<file path="src/rtl/counter_cascade_if.sv">
`default_nettype none
// ----------------------------------------------------------------------------
// counter_cascade_if: control/data bundle for counter_cascade.        Rev 1.0
// ----------------------------------------------------------------------------
interface counter_cascade_if #(
  parameter int DIGITS = 4,
  parameter int DW     = 4
) ();
  logic                   en_i;
  logic                   up_i;
  logic                   clr_i;
  logic                   load_i;
  logic [DIGITS*DW-1:0]   load_val_i;
  logic [DIGITS*DW-1:0]   count_o;
  logic                   tc_o;
  logic                   ovf_o;

  modport master (
    output en_i, up_i, clr_i, load_i, load_val_i,
    input  count_o, tc_o, ovf_o
  );

  modport slave (
    input  en_i, up_i, clr_i, load_i, load_val_i,
    output count_o, tc_o, ovf_o
  );
endinterface
`default_nettype wire

</file>
<file path="src/rtl/counter_cascade.sv">
`default_nettype none
// ----------------------------------------------------------------------------
// counter_cascade: multi-digit modulo-M up/down counter, sticky ovf.  Rev 1.0
// ----------------------------------------------------------------------------
module counter_cascade #(
  parameter int DIGITS = 4,
  parameter int M      = 10,
  parameter int DW     = 4
) (
  input  logic               clk,
  input  logic               rst,
  counter_cascade_if.slave   cnt_if
);

  localparam logic [DW-1:0] LAST = DW'(M - 1);

  logic [DIGITS-1:0][DW-1:0] count_q;
  logic [DIGITS-1:0][DW-1:0] count_d;
  logic [DIGITS-1:0][DW-1:0] load_d;
  logic                      ovf_q;
  logic                      wrap_d;

  // A digit steps while every digit below it sits at its terminal value;
  // the carry out of the top digit is the whole-counter wrap.
  always_comb begin
    logic          step;
    logic [DW-1:0] dig;
    logic [DW-1:0] fld;
    step    = 1'b1;
    dig     = '0;
    fld     = '0;
    count_d = count_q;
    load_d  = '0;
    for (int i = 0; i < DIGITS; i++) begin
      dig = count_q[i];
      if (step) begin
        if (cnt_if.up_i) count_d[i] = (dig == LAST) ? '0 : dig + DW'(1);
        else             count_d[i] = (dig == '0) ? LAST : dig - DW'(1);
      end
      step = step & (cnt_if.up_i ? (dig == LAST) : (dig == '0));
      fld       = cnt_if.load_val_i[i*DW +: DW];
      load_d[i] = (fld > LAST) ? LAST : fld;
    end
    wrap_d = step;
  end

  always_ff @(posedge clk or posedge rst) begin
    if (rst) begin
      count_q <= '0;
      ovf_q   <= 1'b0;
    end else if (cnt_if.clr_i) begin
      count_q <= '0;
      ovf_q   <= 1'b0;
    end else if (cnt_if.load_i) begin
      count_q <= load_d;
      ovf_q   <= 1'b0;
    end else if (cnt_if.en_i) begin
      count_q <= count_d;
      if (wrap_d) ovf_q <= 1'b1;
    end
  end

  assign cnt_if.count_o = count_q;
  assign cnt_if.ovf_o   = ovf_q;
  assign cnt_if.tc_o    = cnt_if.en_i & wrap_d;

endmodule
`default_nettype wire

</file>
<file path="src/flat_wrapper.sv">
// flat-port wrapper written by rule: the top's interface ports become plain ports
module counter_cascade_flat 
#(
  parameter int DIGITS = 4,
  parameter int M      = 10,
  parameter int DW     = 4
)
  (clk, rst, cnt_if_en_i, cnt_if_up_i, cnt_if_clr_i, cnt_if_load_i, cnt_if_load_val_i, cnt_if_count_o, cnt_if_tc_o, cnt_if_ovf_o);
  counter_cascade_if #(.DIGITS(DIGITS), .DW(DW)) cnt_if_i ();
  input  logic clk;
  input  logic rst;
  input wire logic [$bits(cnt_if_i.en_i)-1:0] cnt_if_en_i;
  input wire logic [$bits(cnt_if_i.up_i)-1:0] cnt_if_up_i;
  input wire logic [$bits(cnt_if_i.clr_i)-1:0] cnt_if_clr_i;
  input wire logic [$bits(cnt_if_i.load_i)-1:0] cnt_if_load_i;
  input wire logic [$bits(cnt_if_i.load_val_i)-1:0] cnt_if_load_val_i;
  output wire logic [$bits(cnt_if_i.count_o)-1:0] cnt_if_count_o;
  output wire logic [$bits(cnt_if_i.tc_o)-1:0] cnt_if_tc_o;
  output wire logic [$bits(cnt_if_i.ovf_o)-1:0] cnt_if_ovf_o;
  assign cnt_if_i.en_i = cnt_if_en_i;
  assign cnt_if_i.up_i = cnt_if_up_i;
  assign cnt_if_i.clr_i = cnt_if_clr_i;
  assign cnt_if_i.load_i = cnt_if_load_i;
  assign cnt_if_i.load_val_i = cnt_if_load_val_i;
  assign cnt_if_count_o = cnt_if_i.count_o;
  assign cnt_if_tc_o = cnt_if_i.tc_o;
  assign cnt_if_ovf_o = cnt_if_i.ovf_o;
  counter_cascade #(.DIGITS(DIGITS), .M(M), .DW(DW)) u_core (.clk(clk), .rst(rst), .cnt_if(cnt_if_i));
endmodule
</file>
<file path="config.mk">
export PLATFORM = sky130hd
export DESIGN_NAME = counter_cascade_flat
export DESIGN_NICKNAME = d
export VERILOG_FILES = /design/src/rtl/counter_cascade_if.sv /design/src/rtl/counter_cascade.sv /design/src/flat_wrapper.sv
export SDC_FILE = /design/constraint.sdc
export NUM_CORES = 1
export LEC_CHECK = 0
export CORE_MARGIN = 1.5
export CORE_UTILIZATION = 45
export CTS_CLUSTER_SIZE = 8
export DETAILED_ROUTE_END_ITERATION = 10
export PLACE_DENSITY = 0.73
export RECOVER_POWER = 50
export SYNTH_ARGS = -nofsm -noshare
export SYNTH_HDL_FRONTEND = slang
export SYNTH_SLANG_ARGS = --single-unit
export TNS_END_PERCENT = 30
</file>
<file path="constraint.sdc">
create_clock -name clk -period 2.5 [get_ports clk]
set_input_delay 0.375 -clock clk [delete_from_list [all_inputs] [get_ports clk]]
set_output_delay 0.375 -clock clk [all_outputs]
set_load 0.01 [all_outputs]
</file>
Yosys cells after proc, flatten, opt, wreduce, memory -nomap -nowiden --
Index checks and enable logic that the tools add are counted.
Storage, ports and cells: bits in read-only memories 0, latch bits 0, bits in registers 17, memories kept 0, bits in writable memories 0
Cells by class: reductions and logical operators 13, equal/unequal tests 4, add/subtract/negate cells 8, div/mod/pow operators 0, shift operators 0, magnitude comparators 4, multiply operators 0, bitwise logic cells 4, multiplexer cells 30
Operators with widths (count):
- 4-bit two-way mux | 19
- 16-bit two-way mux | 3
- 4-bit by 1-bit adder with 4-bit output, second input constant | 4
- 4-bit equality test, second input constant | 4
- 4-bit > comparator, second input constant | 4
- 4-bit logical NOT | 4
- 4-bit by 1-bit subtractor with 4-bit output, second input constant | 4
- 3-bit nonzero test | 5
- 1-bit two-way mux | 8
- 2-bit AND reduction | 4
- 1-bit AND | 4

Logic depth before layout (Yosys ltp) --
word-level depth 9, gate-level depth with buffers 7, depth with buffers taken out 7

Worst setup path after synthesis --
No wires, ideal clock.
path kind register to output, start point register u_core.count_q (netlist bit u_core.cnt_if.count_o[4]), end point output cnt_if_tc_o, data required time 2.125 ns, cell stages (with the launch flop) 7, arrival time 2.105 ns, setup slack 0.020 ns, buffers on the path 0, cell sequence dfrtp_1 inv_1 ha_1 or4b_4 a221oi_4 a21boi_4 nor3b_4
On the way: word-level cells in the longest chain between the ends 6, elaborated cells between the ends (all ways) 7
RTL lines:
- from (decl) | RTL line counter_cascade.sv:17 | logic [DIGITS-1:0][DW-1:0] count_q;
- from (signal assigned) | RTL line counter_cascade.sv:55 | count_q <= load_d;
- from (signal assigned) | RTL line counter_cascade.sv:58 | count_q <= count_d;
- 4-bit equality test / 4-bit logical NOT (equally long branches) | RTL line counter_cascade.sv:40 | step = step & (cnt_if.up_i ? (dig == LAST) : (dig == '0));
- 1-bit two-way mux (*) | RTL line counter_cascade.sv:40
- 1-bit AND (*) (3 in a row) | RTL line counter_cascade.sv:40
- 1-bit AND (*) | RTL line counter_cascade.sv:65 | assign cnt_if.tc_o = cnt_if.en_i & wrap_d;
- to (decl) | RTL line flat_wrapper.sv:18 | output wire logic [$bits(cnt_if_i.tc_o)-1:0] cnt_if_tc_o;
Every way passes the cells marked *; elsewhere a longest branch is shown, timed or not.

Worst setup path after layout --
start point register u_core.count_q (netlist bit u_core.cnt_if.count_o[5]), end point output cnt_if_tc_o
The elaborated chain is that of the path after synthesis.

==> results.toml <==
[job]
cap_violations = 0

[sta]
final-setup-viol-count = 1
worstMarginPinSlew_ns = 0.7304
rsz0062_at_grt = "yes"
fmax_ghz = 0.3899
skew_ns = 0.008452
max_slew_margin = 0.5125
final_max_slew_viol_count = 0
fin_hold_ws_ns = 0.4963
period_needed_ns = 2.565
finalCritPeriodShare = 1.026
fin_tns_setup_ns = -0.06451
hold_viol = 0
layout_setup_ws_ns = -0.06451

[yosys]
syn-cell-area_mm2 = 0.001702
yosys_most_used_dff = "dfrtp_1"
syn_area_per_cell_um2 = 7.952
synth_nets = 250
async_reset_ff_frac = 1.000
synth_seq_cells = 17
ys_types = 56
netlist_instances = 214
synth-edff-count = 0
ys_seq_area_frac = 0.2500
synth_warnings = 0

[worst_setup_path]
cp_max_fo = 2
rrSetupSlack_ns = 0.29
critPathArrivalTime_ns = 2.19
crit_path_max_incr_delay_ns = 0.48
required_ns = 2.12
worstSetupStartpointType = "register"
end_kind = "primary output"
slowest_stage = "or4b_4"
path_cells = "inv_2 -> ha_4 -> or4b_4 -> a221oi_4 -> a21boi_4 -> nor3b_4 -> buf_2"
reg2reg_to = "u_core.cnt_if.count_o[14]$_DFFE_PP0P_"
path_class = "register to primary output"
r2r-start = "u_core.cnt_if.count_o[5]$_DFFE_PP0P_"
reg2regPathDepth = 9

[floorplanning]
fp.dieH_um = 64.50
design.core.area_mm2 = 0.003633
initial_core_util = 0.4683
pin_count = 40
die_w_um = 64.50
rows = 22
dieArea_mm2 = 0.004160

[clocking]
tritoncts = "built"
cts_sinks = 17
cts_buffers = 3
cts-root-buf = "clkbuf_8"
clk_latency_ns = 0.26
cts_buffer_depth = 2
clk_pin_slew_worst_paths_ns = 0.08
htreeDepth = 1
hold_buffers = 0

[global_route]
grt_use_met2 = 0.3893
grt_pass1_wl_um = 7562
grt_use_met3 = 0.02778
grt-ovfl-total = 0
grt_antenna_before_repair = 0
gr-usage-all-layers = 0.2267
grt_start_max_net_pins = 22
gr-usage-met1 = 0.3130
grt-busiest-layer = "met2"
grt_pass1_vias = 1672

[hold_path]
min_from = "u_core.cnt_if.ovf_o$_DFFE_PP0P_"
hold_path_end = "u_core.cnt_if.ovf_o$_DFFE_PP0P_"
hold_class = "register to register"
hold-path-cell-count = 1

[final_layout]
num_antenna_cells = 0
layout_commonest_cell = "buf_4"
utilization = 0.6725
finalNetCount = 319
most-common-layout-cells = "37 x buf_4, 29 x clkdlybuf4s50_1, 22 x nor2_1"
layout-drive-gt1-share = 0.2021
syn_to_final_growth_pct = 43.60
fillers = 306

[routing]
drc_errors = 0
drt-initial-drc-count = 143
avgViaCountPerCell = 5.406
ant_nets = 0
firstDrtPassIters = 4
detail_route.wl_per_cell_um = 13.68
vias = 1784
wl_um = 4516

[status]
run_status = "finished, violations left"
violations = "setup timing"

[power_and_ir_drop]
ir_drop_v = 0.0001709
cellLeakagePower_uw = 0.001074
p_per_area_mw_per_mm2 = 368.7

[placed_design]
gp_congestion = 0.9314
io_buffers = 39
hpwlAfterDp_um = 3422
-- synthesized netlist by cell type, drive strengths merged, types with 4 or more instances --
library cell  instances  area, µm²
a21oi                12      60.06
a31oi                 6      37.54
clkbuf               10      37.54
dfrtp                17      425.4
ha                   14      175.2
inv                  22      82.58
nand2                10      37.54
nand2b                5      31.28
nand3                 8      40.04
nand3b                4      30.03
nor2                 22      82.58
o21ai                17      85.08
-- kinds of logic (layout without fill, tap and decap cells) --
| kind of cell | Yosys count | after routing | synth area share |
|---|---|---|---|
| mux | 3 | 3 | 0.01838 |
| buf+inv | 34 | 102 | 0.08015 |
| simple gates | 73 | 73 | 0.2368 |
| fa+ha+maj | 14 | 14 | 0.1029 |
| xor+xnor | 3 | 3 | 0.01544 |
| compound gates | 70 | 70 | 0.2963 |
| flops | 17 | 17 | 0.2500 |
-- timing repair --
action	4_1_cts	5_1_grt
resized for setup	13	1
setup endpoints to repair	1	1
buffers inserted	2	0
pin swaps	1	0
gates cloned	0	0
-- state kept, by name, summed over array words and instances (netlist names) --
register and flops:
u_core.cnt_if.ovf_o 1, u_core.cnt_if.count_o 16
-- metal layers --
metal	vias up	wire length, µm	share of wire
met5	-	0	0
met1	820	2251	0.50
li1	919	-	-
met4	0	8	0.0018
met2	43	2095	0.46
met3	2	161	0.036
-- per-stage QoR --
stage               power [µW]  instances  area, µm²  worst slack [ns]
floorplan                507.4        214       1702           0.01978
global placement         667.8        324       2361           -0.5303
detailed placement       671.3        324       2361           -0.5439
CTS                      907.2        330       2444          -0.05891
global route             958.3        330       2444           -0.1547
finish                   901.1        330       2444          -0.06451
-- layout make-up --
cell class | count | area (µm²) | share of cell area
inverter | 22 | 82.58 | 0.03379
clock inverter | 1 | 5.005 | 0.002048
clock buffer | 3 | 41.29 | 0.01690
sequential | 17 | 425.4 | 0.1741
multi-input combinational | 163 | 1167 | 0.4777
timing repair buffer | 76 | 661.9 | 0.2709
tap | 48 | 60.06 | 0.02458
-- how the worst max path moves through the flow --
stage	slack, ns	start	cells past startpoint	endpoint
3_3_place_gp	-0.53	cnt_if_up_i	6	cnt_if_tc_o
6_report	-0.06	u_core.cnt_if.count_o[5]$_DFFE_PP0P_	7	cnt_if_tc_o
4_1_cts	-0.06	u_core.cnt_if.count_o[5]$_DFFE_PP0P_	7	cnt_if_tc_o
2_1_floorplan	0.02	u_core.cnt_if.count_o[4]$_DFFE_PP0P_	6	cnt_if_tc_o
5_1_grt	-0.15	u_core.cnt_if.count_o[4]$_DFFE_PP0P_	7	cnt_if_tc_o
3_5_place_dp	-0.54	cnt_if_up_i	6	cnt_if_tc_o
-- power breakdown --
group	internal, µW	total [µW]	switching, µW
Combinational	189	361	172
Clock	111	225	114
Sequential	292	314	22.0
Total	593	901	308
-- critical path, delay by kind of cell (launching register included) --
family                     cells  cell delay, ns
buffers and inverters          2            0.25
AOI/OAI and AO/OA              2            0.47
adders and majority gates      1            0.13
DFF                            1            0.40
and+or+nand+nor                2            0.69
No activity file was read; power rests on OpenSTA's default activity.
==> patch 1 (same settings) <==
`M` is set to 10 in 2 places; all go to 5.
--- a/src/rtl/counter_cascade.sv
+++ b/src/rtl/counter_cascade.sv
@@ -4,7 +4,7 @@
 // ----------------------------------------------------------------------------
 module counter_cascade #(
   parameter int DIGITS = 4,
-  parameter int M      = 10,
+  parameter int M      = 5,
   parameter int DW     = 4
 ) (
   input  logic               clk,
--- a/src/flat_wrapper.sv
+++ b/src/flat_wrapper.sv
@@ -2,7 +2,7 @@
 module counter_cascade_flat 
 #(
   parameter int DIGITS = 4,
-  parameter int M      = 10,
+  parameter int M      = 5,
   parameter int DW     = 4
 )
   (clk, rst, cnt_if_en_i, cnt_if_up_i, cnt_if_clr_i, cnt_if_load_i, cnt_if_load_val_i, cnt_if_count_o, cnt_if_tc_o, cnt_if_ovf_o);
Function: changed (a bounded check fails within 4 cycles, from zero or initial values and one cycle with rst high).
==> patch 1 against the original RTL <==
- design area down 14%
- critical endpoint unchanged
- non-clock buffer count down 19
- sequential power up 3%
- die area down 8.1%
- synthesized area down 8.5%
- clock skew down 0.0062 ns
- sequential cell count unchanged
- worst setup slack better by 0.29 ns
- count of clock-buffer cells in the layout up 1
- routed wire length down 5.9%
- clock power down 27%
- power down 11%
- critical path depth down 1
==> patch 1: results (changes against the original RTL) <==
[status]
outcome = finished, final reports clean

[yosys]
muxShareOfSynthArea_pct = 3.373  ; +1.5 points
synth_compound_area_share_pct = 26.59  ; -3.0 points
ys_seq_area_share_pct = 27.31  ; +2.3 points
synthesis.nets = 220  ; -12%
synthAdderAreaFrac_pct = 7.229  ; -3.1 points
synthTopCellsByArea = dfrtp_1 (27%), ha_1 (7.2%), nor2_1 (4.8%), a21oi_1 (3.9%), o21ai_0 (3.9%)
synth_common_cells = nor2_1 (20), dfrtp_1 (17)
yosysUniqueCellTypes = 50  ; -11%
synth-xor-area-share_pct = 4.016  ; +2.5 points

[setup_path]
r2r_setup_slack_ns = 0.34  ; +0.05 ns
crit_arrival_ns = 1.90  ; -0.29 ns
crit_fanout = 4  ; +2

[cts]
cts-root-buf = clkbuf_4
clk_latency_ns = 0.30  ; +0.04 ns
clk_pin_slew_ns = 0.11  ; +0.03 ns
postCtsSetupBuffers = 0  ; -2

[global_route]
grt_util_met3_pct = 2.692  ; -0.086 points
grt_pass1_wl_um = 6693  ; -11%
grt_max_degree = 18  ; -18%

[placement]
dp_hpwl_um = 3235  ; -5.5%

[detailed_routing]
drt_iter0_markers = 133  ; -7.0%
first_pass_iters = 5  ; +1

[cells_and_area]
nets = 268  ; -16%

[power_and_ir_drop]
power_leakage_nw = 0.8674  ; -19%

[sta]
slew_headroom_pct = 51.78  ; +0.52 points
min_period_over_period_pct = 91.05  ; -12 points

==> patch 1: cell types whose count changed in the layout (fill, tap and decap cells not counted), moves of 3 or more <==
cell / delta
a221oi_1: +5
inv_2: -4
and4_1: +3
clkbuf_8: -3
ha_1: -3
nor4_1: +3
buf_4: -19
a31oi_1: -5
clkbuf_4: +3
o21ai_0: -4
inv_1: -6
o31ai_1: +3
==> patch 1: worst paths after layout <==
check                                              start                        end  depth (start not counted)
worst max-delay path                         cnt_if_up_i                cnt_if_tc_o                          6
worst min-delay path                 u_core.cnt_if.ovf_o        u_core.cnt_if.ovf_o                          1
worst max register to register  u_core.cnt_if.count_o[0]   u_core.cnt_if.count_o[9]                          7
worst min register to register       u_core.cnt_if.ovf_o        u_core.cnt_if.ovf_o                          1
max in group asynchronous                            rst  u_core.cnt_if.count_o[10]                          2
min in group asynchronous                            rst   u_core.cnt_if.count_o[0]                          2
==> patch 1: worst max-delay path: stages <==
cell	delay, ns
clkdlybuf4s50_1	0.48
buf_4	0.17
xnor2_1	0.17
and3b_1	0.19
and4_1	0.24
dlygate4sd2_1	0.28
==> patch 1: routing by layer <==
metal / routed length (µm) / share of wire [%] / vias up
met5: 0 / 0 / -
met4: 69 / 1.6 / 0
met3: 219 / 5.2 / 10
met2: 2163 / 51 / 68
met1: 1797 / 42 / 800
li1: - / - / 793
==> patch 1: kinds of logic (layout without fill, tap and decap cells) <==
group | after synthesis | in the layout
compound gates | 58 | 58
mux | 5 | 5
xor+xnor | 5 | 5
flops | 17 | 17
buf+inv | 26 | 73
fa+ha+maj | 9 | 9
simple gates | 69 | 69
==> patch 1: repair_timing <==
action	CTS	global route
resized for setup	2	0
endpoints found under the setup margin	1	0
hold buffers	0	0
==> patch 1: through the flow <==
| step | hold slack, ns | std cells | utilization (%) |
|---|---|---|---|
| 2_1_floorplan | 0.3011 | 189 | - |
| 3_3_place_gp | 0.4805 | 278 | 61.98 |
| 3_5_place_dp | 0.4875 | 278 | 61.98 |
| 4_1_cts | 0.5051 | 282 | 62.88 |
| 5_1_grt | 0.5237 | 282 | 62.88 |
| 6_report | 0.5063 | 282 | 62.88 |
==> patch 1: layout make-up <==
type                            count  area [µm²]
Clock buffer                        4       26.28
Tap cell                           46       57.56
Fill cell                         323        1239
Multi-Input combinational cell    146        1020
Sequential cell                    17       425.4
Timing Repair Buffer               57       524.3
Inverter                           12       45.04
==> patch 1: power groups by stage <==
stage / clock [mW] / combinational, mW / sequential, mW
floorplan: 0 / 0.186 / 0.321
global placement: 0 / 0.309 / 0.326
detailed placement: 0 / 0.318 / 0.328
CTS: 0.166 / 0.321 / 0.322
global route: 0.182 / 0.351 / 0.326
finish: 0.164 / 0.320 / 0.323
==> patch 2 (config.mk and constraints unchanged) <==
Made on the original files. Reset style: synchronous (`rst`), changed in one clocked block.
--- a/src/rtl/counter_cascade.sv
+++ b/src/rtl/counter_cascade.sv
@@ -44,7 +44,7 @@
     wrap_d = step;
   end
 
-  always_ff @(posedge clk or posedge rst) begin
+  always_ff @(posedge clk) begin
     if (rst) begin
       count_q <= '0;
       ovf_q   <= 1'b0;
Function: differs if rst is asserted again (counterexample within 4 cycles, from zero or initial values and one cycle with rst high); with rst held inactive, the same outputs for 10 cycles.
==> patch 2 against the original RTL <==
- sequential share of layout area down 0.33 points
- worst setup slack better by 0.21 ns
- synthesized area fell by 14%
- sequential cell count unchanged
- power down 24%
- routed wire length down 10%
- combinational power decreased by 37%
- non-clock buffer count decreased by 17
- design area fell by 18%
- critical endpoint unchanged
- largest power group is now sequential cells
- highest routed layer unchanged
==> patch 2: results (changes against the original RTL) <==
[placement]
place.gp.congestion = 0.8535  ; -8.4%
dp_hpwl_um = 3038  ; -11%
dp_cells = 286  ; -12%

[cts]
clk_pin_slew_ns = 0.11  ; +0.03 ns
clk_latency_ns = 0.30  ; +0.04 ns
cts-root-buf = clkbuf_4

[detailed_routing]
routed_wirelength_um = 4057  ; -10%
vias = 1700  ; -4.7%
wl_per_cell_um = 13.99  ; +2.2%
drt_iter0_markers = 102  ; -29%

[cells_and_area]
drive_above_1_share_pct = 13.01  ; -7.2 points
nets = 269  ; -16%

[yosys]
synth_common_cells = o21ai_0 (19), nor2_1 (18), dfxtp_1 (17), clkbuf_1 (16), nor3_1 (11)
avgSynthCellArea_um2 = 7.158  ; -10%
ys_seq_area_share_pct = 23.31  ; -1.7 points
yosysUniqueCellTypes = 47  ; -16%
ys_async_sr_fraction_pct = 0  ; -100 points
synthesis.nets = 226  ; -9.6%
yosys_most_used_dff = dfxtp_1
synthTopCellsByArea = dfxtp_1 (23%), o21ai_0 (6.5%), nor2_1 (4.6%), a221oi_1 (4.2%), xnor2_1 (4.2%)

[setup_path]
critPathSlowestCell = clkdlybuf4s50_1
worst_path_largest_cell_delay_ns = 0.45  ; -0.03 ns
crit_fanout = 4  ; +2
r2r_setup_slack_ns = 0.61  ; +0.32 ns
crit_arrival_ns = 1.98  ; -0.21 ns

[global_route]
track_usage_pct = 24.60  ; +1.9 points
grt_pass1_wl_um = 6824  ; -9.8%

[sta]
slew_headroom_pct = 53.82  ; +2.6 points
skew_ns = 0.004649  ; -0.003803 ns

[power_and_ir_drop]
power_leakage_nw = 0.7554  ; -30%
vdd_drop_max_uv = 216.5  ; +27%

[status]
outcome = finished, final reports clean

patch 2: changes by cell type in the layout (fill, tap and decap cells not counted), sizes merged, moves of 5 or more:
cell / before / now
buf: 38 / 18
dfrtp: 17 / 0
dfxtp: 0 / 17
ha: 14 / 0
inv: 22 / 11
nor3: 3 / 11
a221oi: 2 / 8
a31oi: 6 / 1
patch 2: final cells by class:
cell class / count / area, µm²
Timing Repair Buffer: 59 / 528.0
Multi-Input combinational cell: 155 / 1002
Fill cell: 296 / 1085
Clock buffer: 4 / 26.28
Sequential cell: 17 / 340.3
Tap cell: 44 / 55.05
Inverter: 11 / 41.29
patch 2: report_power, final:
part | total [mW] | internal [mW] | switching [mW] | leakage [nW]
Sequential | 0.298 | 0.282 | 0.0166 | 0.139
Combinational | 0.227 | 0.115 | 0.112 | 0.602
Clock | 0.164 | 0.0623 | 0.102 | 0.0150
Total | 0.689 | 0.459 | 0.230 | 0.755
patch 2: path summary, 6_finish.rpt:
path | end | depth (start not counted) | from
worst max-delay path | cnt_if_tc_o | 7 | cnt_if_up_i
worst max register to register | u_core.cnt_if.count_o[10] | 6 | u_core.cnt_if.count_o[0]
worst min register to register | u_core.cnt_if.ovf_o | 1 | u_core.cnt_if.ovf_o
worst min-delay path | u_core.cnt_if.ovf_o | 1 | u_core.cnt_if.ovf_o
patch 2: stage by stage:
stage	setup TNS, ns	utilization (%)	hold slack, ns	setup WS, ns	instance area, µm²
floorplan	0	-	0.5216	0.5066	1460
global placement	-0.2869	63.90	0.4838	-0.2869	1967
detailed placement	-0.3378	63.90	0.5238	-0.3084	1967
CTS	0	65.00	0.5507	0.01017	2001
global route	0	64.76	0.5552	0.05507	1993
finish	0	64.76	0.5300	0.1407	1993
patch 2: kinds of logic after synthesis:
logic type	after synthesis	share of synthesized area [%]
xor gates and xnor gates	11	6.598
buffers and inverters	32	8.912
AOI/OAI and AO/OA	72	34.96
muxes	2	1.371
and+or+nand+nor	70	24.85
DFF	17	23.31
patch 2: critical path, delay by kind of cell:
kind / cells / cell delay (ns)
buffers and inverters: 3 / 0.76
AND/OR/NAND/NOR: 3 / 0.59
AO/OA/AOI/OAI: 1 / 0.26
patch 2: metal layers:
layer  part of all wire (%)  routed length, µm  up-vias  GRT usage [%]
met5                      0                  0        -              0
met4                   0.84                 34        0          10.16
met3                    6.0                242        4          2.165
met2                     49               1989       60          44.41
met1                     44               1790      786          29.47
li1                       -                  -      850              -
patch 2: repair_timing:
action / in CTS / in global routing
gates resized for setup: 4 / 2
setup buffers: 0 / 0
setup endpoints to repair: 1 / 1
hold buffers: 0 / 0
endpoints found under the hold margin: 0 / 0
